[src/rtl/core_ex_bj_ctrl_pkg.sv]
// Shared types for the EX-stage branch/jump redirect controller.
// Holds the FSM state encoding and the performance counter width.
package core_ex_bj_ctrl_pkg;

    typedef enum logic [1:0] {
        ST_IDLE  = 2'b00,
        ST_REDIR = 2'b01,
        ST_FLUSH = 2'b10
    } bj_state_e;

    localparam int PERF_CNT_W = 32;

endpackage

[src/rtl/core_ex_bj_ctrl_perf_cnt.sv]
// Free-running event counter with increment enable and a synchronous load.
// Wraps modulo 2^W. Reset is asynchronous and active-high.
module core_perf_cnt
    import core_ex_bj_ctrl_pkg::*;
#(
    parameter int W = PERF_CNT_W
) (
    input  logic         clk,
    input  logic         rst,
    input  logic         inc_i,
    input  logic         ld_i,
    input  logic [W-1:0] ld_val_i,
    output logic [W-1:0] cnt_o
);

    logic [W-1:0] cnt_q;
    logic [W-1:0] cnt_d;

    always_comb begin
        cnt_d = cnt_q;
        if (ld_i) begin
            cnt_d = ld_val_i;
        end else if (inc_i) begin
            cnt_d = cnt_q + W'(1);
        end
    end

    always_ff @(posedge clk or posedge rst) begin
        if (rst) begin
            cnt_q <= '0;
        end else begin
            cnt_q <= cnt_d;
        end
    end

    assign cnt_o = cnt_q;

endmodule

[src/rtl/core_ex_bj_ctrl.sv]
// EX-stage branch/jump controller: turns a taken resolve into an IFU redirect
// handshake followed by a fixed number of IF/ID flush cycles.
module core_ex_bj_ctrl
    import core_ex_bj_ctrl_pkg::*;
#(
    parameter int PC_W         = 32,
    parameter int FLUSH_CYCLES = 2
) (
    input  logic            clk,
    input  logic            rst,
    input  logic            ex_valid,
    input  logic            ex_is_bj,
    input  logic            branch_jump,
    input  logic [PC_W-1:0] bj_pc,
    output logic            redir_valid,
    output logic [PC_W-1:0] redir_pc,
    input  logic            redir_ready,
    output logic            flush_ifid,
    output logic            ex_stall,
    output logic            misalign_exc,
    output logic [PC_W-1:0] misalign_tval,
    output logic [31:0]     bj_cnt,
    output logic [31:0]     taken_cnt
);

    localparam int              FC_W     = (FLUSH_CYCLES < 1) ? 1 : $clog2(FLUSH_CYCLES + 1);
    localparam logic [FC_W-1:0] FC_LOAD  = FC_W'(FLUSH_CYCLES);
    localparam logic [PC_W-1:0] MIS_MASK = PC_W'(3);
    localparam bit              NO_FLUSH = (FLUSH_CYCLES == 0);

    bj_state_e       state_q, state_d;
    logic [FC_W-1:0] fcnt_q, fcnt_d;
    logic [PC_W-1:0] redir_pc_q, redir_pc_d;
    logic            mis_exc_q, mis_exc_d;
    logic [PC_W-1:0] mis_tval_q, mis_tval_d;

    logic resolve;
    logic misaligned;
    logic take_redir;
    logic take_exc;

    // Resolve inputs only count while idle; anything presented during a redirect is dropped.
    assign resolve    = ex_valid & ex_is_bj & (state_q == ST_IDLE);
    assign misaligned = |(bj_pc & MIS_MASK);
    assign take_redir = resolve & branch_jump & ~misaligned;
    assign take_exc   = resolve & branch_jump & misaligned;

    always_comb begin
        state_d    = state_q;
        fcnt_d     = fcnt_q;
        redir_pc_d = redir_pc_q;
        mis_exc_d  = 1'b0;
        mis_tval_d = mis_tval_q;
        case (state_q)
            ST_IDLE: begin
                if (take_redir) begin
                    redir_pc_d = bj_pc;
                    state_d    = ST_REDIR;
                end
                if (take_exc) begin
                    mis_exc_d  = 1'b1;
                    mis_tval_d = bj_pc;
                end
            end
            ST_REDIR: begin
                if (redir_ready) begin
                    if (NO_FLUSH) begin
                        state_d = ST_IDLE;
                    end else begin
                        state_d = ST_FLUSH;
                        fcnt_d  = FC_LOAD;
                    end
                end
            end
            ST_FLUSH: begin
                fcnt_d = fcnt_q - FC_W'(1);
                if (fcnt_q <= FC_W'(1)) begin
                    state_d = ST_IDLE;
                    fcnt_d  = '0;
                end
            end
            default: begin
                state_d = ST_IDLE;
                fcnt_d  = '0;
            end
        endcase
    end

    always_ff @(posedge clk or posedge rst) begin
        if (rst) begin
            state_q    <= ST_IDLE;
            fcnt_q     <= '0;
            redir_pc_q <= '0;
            mis_exc_q  <= 1'b0;
            mis_tval_q <= '0;
        end else begin
            state_q    <= state_d;
            fcnt_q     <= fcnt_d;
            redir_pc_q <= redir_pc_d;
            mis_exc_q  <= mis_exc_d;
            mis_tval_q <= mis_tval_d;
        end
    end

    assign redir_valid   = (state_q == ST_REDIR);
    assign flush_ifid    = (state_q != ST_IDLE);
    assign ex_stall      = (state_q != ST_IDLE);
    assign redir_pc      = redir_pc_q;
    assign misalign_exc  = mis_exc_q;
    assign misalign_tval = mis_tval_q;

    core_perf_cnt #(.W(32)) u_bj_cnt (
        .clk      (clk),
        .rst      (rst),
        .inc_i    (resolve),
        .ld_i     (1'b0),
        .ld_val_i (32'd0),
        .cnt_o    (bj_cnt)
    );

    core_perf_cnt #(.W(32)) u_taken_cnt (
        .clk      (clk),
        .rst      (rst),
        .inc_i    (resolve & branch_jump),
        .ld_i     (1'b0),
        .ld_val_i (32'd0),
        .cnt_o    (taken_cnt)
    );

endmodule
[config.mk]
export PLATFORM = sky130hd
export DESIGN_NAME = core_ex_bj_ctrl
export DESIGN_NICKNAME = d
export VERILOG_FILES = /design/src/rtl/core_ex_bj_ctrl_pkg.sv /design/src/rtl/core_ex_bj_ctrl_perf_cnt.sv /design/src/rtl/core_ex_bj_ctrl.sv
export SDC_FILE = /design/constraint.sdc
export NUM_CORES = 1
export LEC_CHECK = 0
export CAP_MARGIN = 40
export CORE_MARGIN = 2
export CORE_UTILIZATION = 48
export DETAILED_ROUTE_END_ITERATION = 12
export GPL_TIMING_DRIVEN = 0
export PLACE_DENSITY = 0.82
export SLEW_MARGIN = 40
export SYNTH_ARGS = -nofsm -noshare
export SYNTH_HDL_FRONTEND = slang
export SYNTH_HIERARCHICAL = 1
export SYNTH_SLANG_ARGS = --single-unit
[constraint.sdc]
create_clock -name clk -period 3.8 [get_ports clk]
set_clock_uncertainty 0.05 [all_clocks]
set_input_delay 1.14 -clock clk [delete_from_list [all_inputs] [get_ports clk]]
set_output_delay 1.14 -clock clk [all_outputs]
set_load 0.03 [all_outputs]
==> results of run 1 <==
[power by group through the flow]
stage	sequential [mW]	clock (mW)	combinational [mW]
after global routing	2.18	1.73	2.75
after floorplan	2.89	0	0.744
after detailed placement	2.13	0	2.62
after CTS	2.13	1.66	2.62
final	2.13	1.63	2.62
after global placement	2.11	0	2.56
[metrics by stage]
step             util  power (mW)  setup WS, ns
6_report       0.7040       6.387        0.2497
5_1_grt        0.7040       6.660        0.2164
4_1_cts        0.7040       6.417        0.2749
3_5_place_dp   0.6606       4.748       -0.1537
3_3_place_gp   0.6589       4.670       -0.2933
2_1_floorplan       -       3.629        0.5795
[layout make-up]
class / instances / area share
sequential: 133 / 0.3542
multi-input combinational: 481 / 0.3434
timing repair buffer: 170 / 0.1822
clock buffer: 20 / 0.04754
buffer: 32 / 0.02610
tap: 176 / 0.02344
clock inverter: 10 / 0.01411
inverter: 22 / 0.009055
[cell usage in the layout (no fill, tap or decap), types with 5 or more instances in the layout]
cell | synthesis | routed
nor2_1 | 36 | 36
mux2_4 | 29 | 29
nand3_1 | 26 | 26
nand2_1 | 49 | 49
o21ai_0 | 35 | 35
or2_2 | 6 | 6
clkbuf_1 | 14 | 16
buf_6 | 8 | 8
nor4_1 | 8 | 8
o31ai_1 | 28 | 28
ha_1 | 5 | 5
xnor2_1 | 18 | 18
a31oi_1 | 34 | 34
clkdlybuf4s50_1 | 0 | 169
clkbuf_16 | 0 | 17
dfrtp_1 | 133 | 133
and4_1 | 7 | 7
or3_2 | 6 | 6
conb_1 | 1 | 72
mux2_2 | 30 | 30
nand4_1 | 8 | 8
xor2_1 | 6 | 6
inv_1 | 20 | 17
or4_1 | 36 | 36
[state kept, by name, indices dropped and copies added (netlist names)]
| name | count |
|---|---|
| misalign_tval | 32 |
| redir_pc | 32 |
| u_bj_cnt/cnt_o | 32 |
| u_taken_cnt/cnt_o | 32 |
| fcnt_q | 2 |
| state_q | 2 |
| misalign_exc | 1 |
[per-layer routing]
layer / global-route usage / vias up
li1: - / 2649
met1: 0.2807 / 2751
met2: 0.4199 / 190
met3: 0.1006 / 28
met4: 0.06968 / 0
met5: 0 / -
[cell families after synthesis]
logic type / after synthesis / synth area share
compound gates: 108 / 0.1036
xor+xnor: 24 / 0.03177
fa+ha+maj: 5 / 0.009455
buf+inv: 54 / 0.04955
flops: 133 / 0.5030
mux: 63 / 0.1233
other cells: 1 / 0.0005668
simple gates: 209 / 0.1787
[worst max-delay path by stage]
stage,from,end,slack (ns),cells after the start
finish,branch_jump,u_taken_cnt/cnt_o[22]$_DFFE_PP0P_,0.25,9
global route,branch_jump,u_taken_cnt/cnt_o[31]$_DFFE_PP0P_,0.22,9
global placement,rst,misalign_tval[24]$_DFFE_PP0P_,-0.29,2
floorplan,branch_jump,u_taken_cnt/cnt_o[22]$_DFFE_PP0P_,0.58,8
CTS,branch_jump,u_taken_cnt/cnt_o[22]$_DFFE_PP0P_,0.27,9
detailed placement,branch_jump,u_taken_cnt/cnt_o[22]$_DFFE_PP0P_,-0.15,9
[worst reg2reg max path: stages, from the launching register on]
cell	delay [ns]
dfrtp_1	0.41
inv_1	0.10
ha_1	0.24
and4_1	0.22
buf_6	0.15
buf_4	0.17
nand3_1	0.20
or4_4	0.63
buf_6	0.16
or4_1	0.47
a31oi_1	0.18
==> impl_metrics.yaml, run 1 <==
synthesis:
  synth_edf_count: 0
  synth_common_cells: "dfrtp_1, nand2_1, nor2_1, or4_1, o21ai_0"
  ys.flop_type: "dfrtp_1"
  synthArstFlopShare: 1.000
  ys_ff_latch: 133
  synth_area_leaders: "dfrtp_1, mux2_4, mux2_2"
  yosysSeqAreaShare: 0.5030
  post-synth-top-count-cell: "dfrtp_1"
  netlist_area_mm2: 0.006616
  synth_top_area_cell: "dfrtp_1"
  synth_top_area_share: 0.5030
  synth_cell_types: 47
  synth_warnings: 6
  synthCells: 597
  syn_avg_cell_area_um2: 11.08
route:
  met1_length_mm: 7.175
  wl_per_cell_um: 16.95
  routed_wl_mm: 17.70
  wl_met2_mm: 8.845
  drcViolationCount: 0
  top_layer: "met4"
  firstDrtPassIters: 5
  drtIter0Drc: 454
  via_count: 5618
  viasPerCell: 5.381
  dr_wl_met3_mm: 1.457
  drtAntennaViolNets: 0
critical_path:
  cp_common_cell: "buf_6"
  reg2reg_from: "state_q[0]$_DFFE_PP0P_"
  r2r-end: "u_taken_cnt/cnt_o[22]$_DFFE_PP0P_"
  crit_family: "simple AND/OR/NAND/NOR gates"
  worstPathRequired_ns: 4.08
  crit_fanout: 10
  worstRegToRegCells: 10
  crit_path_cell_trace: "clkdlybuf4s50_1, and4_1, buf_6, buf_4, nand3_1, or4_4, buf_6, or4_1, a31oi_1"
  rrSetupSlack_ns: 0.74
  crit_buf_inv: 4
  critPathSlowestCell: "or4_4"
  cp-start-kind: "input port"
  max_stage_delay_ns: 0.63
  arrival_ns: 3.83
  cp-end-kind: "flip-flop"
  criticalPathCategory: "input port to flip-flop"
sta:
  worst_pin_slew_ns: 0.7056
  setup_violations: 0
  post-route-min-period_ns: 3.550
  setup_tns_ns: 0
  slew-limit-headroom: 0.5289
  hold_slack_ns: 0.4550
  hold_violations: 0
  finalMaxSlewViolations: 0
  fin_crit_sh: 0.9343
  fmaxAchievable_mhz: 281.7
  rsz0062_at_grt: "false"
hold_path:
  min_path_type: "flip-flop to flip-flop"
  hold_path_depth: 1
  min-delay-start: "redir_pc[24]$_DFFE_PP0P_"
  hold_end: "redir_pc[24]$_DFFE_PP0P_"
layout:
  fillCellCount: 998
  n_antenna_cell: 0
  syn_to_final_growth_pct: 42.02
  drive_above_1_share: 0.1521
  multi_input_area_mm2: 0.003227
  fin_nets: 900
  seqCellArea_mm2: 0.003328
  postLayoutCellArea_mm2: 0.009397
  final_cells: 1044
global_routing:
  grt_max_degree: 40
  grt_pass1_vias: 5785
  grt_first_pass_wirelength_mm: 28.38
  grtUsageTotal: 0.2446
  antenna_found_initial: 0
  grt_overflow: 0
power_and_ir_drop:
  p_comb_frac: 0.410
  p_leak_nw: 3.877
  vdd_ir_drop_max_mv: 0.5894
  powerDensity_mw_per_mm2: 679.7
  pwr-share-seq: 0.334
  p_int_mw: 4.072
  p_clk_frac: 0.256
  swShare: 0.3624
  p_sw_mw: 2.315
placed_design:
  port_buffers: 169
  dpl.hpwl_mm: 12.76
  dpl_cell_area_mm2: 0.008817
  gp_congestion: 0.8689
  dpl.cell_count: 1014
clock_tree:
  cts_resized: 0
  cts_max_level: 4
  cts_buffers: 17
  cts-hold-fix-buffers: 0
  cts_buffer_depth: 2
  clk_latency_ns: 0.41
  cts-root-buf: "clkbuf_16"
  cts_tree: "yes"
  cts_setup_buffers: 0
  clkSinkCount: 133
  clk_pin_slew_worst_paths_ns: 0.06
floorplanning:
  floorplan.initialDensity: 0.4957
  die_w_um: 121.4
  ioPinCount: 170
  fp.coreArea_mm2: 0.01335
  die_area_mm2: 0.01474
  core.rowCount: 42
  die_y_um: 121.4
run:
  drv_cap: 0
outcome:
  status: "completed"
(Power assumes the default switching activity.)
==> run 2, diff against run 1 <==
--- a/config.mk
+++ b/config.mk
@@ -9,6 +9,7 @@
 export CORE_MARGIN = 2
 export CORE_UTILIZATION = 48
 export DETAILED_ROUTE_END_ITERATION = 12
+export GPL_ROUTABILITY_DRIVEN = 0
 export GPL_TIMING_DRIVEN = 0
 export PLACE_DENSITY = 0.82
 export SLEW_MARGIN = 40
==> results of run 2 <==
No change in the layout: final DEF, timing and power equal those of run 1.
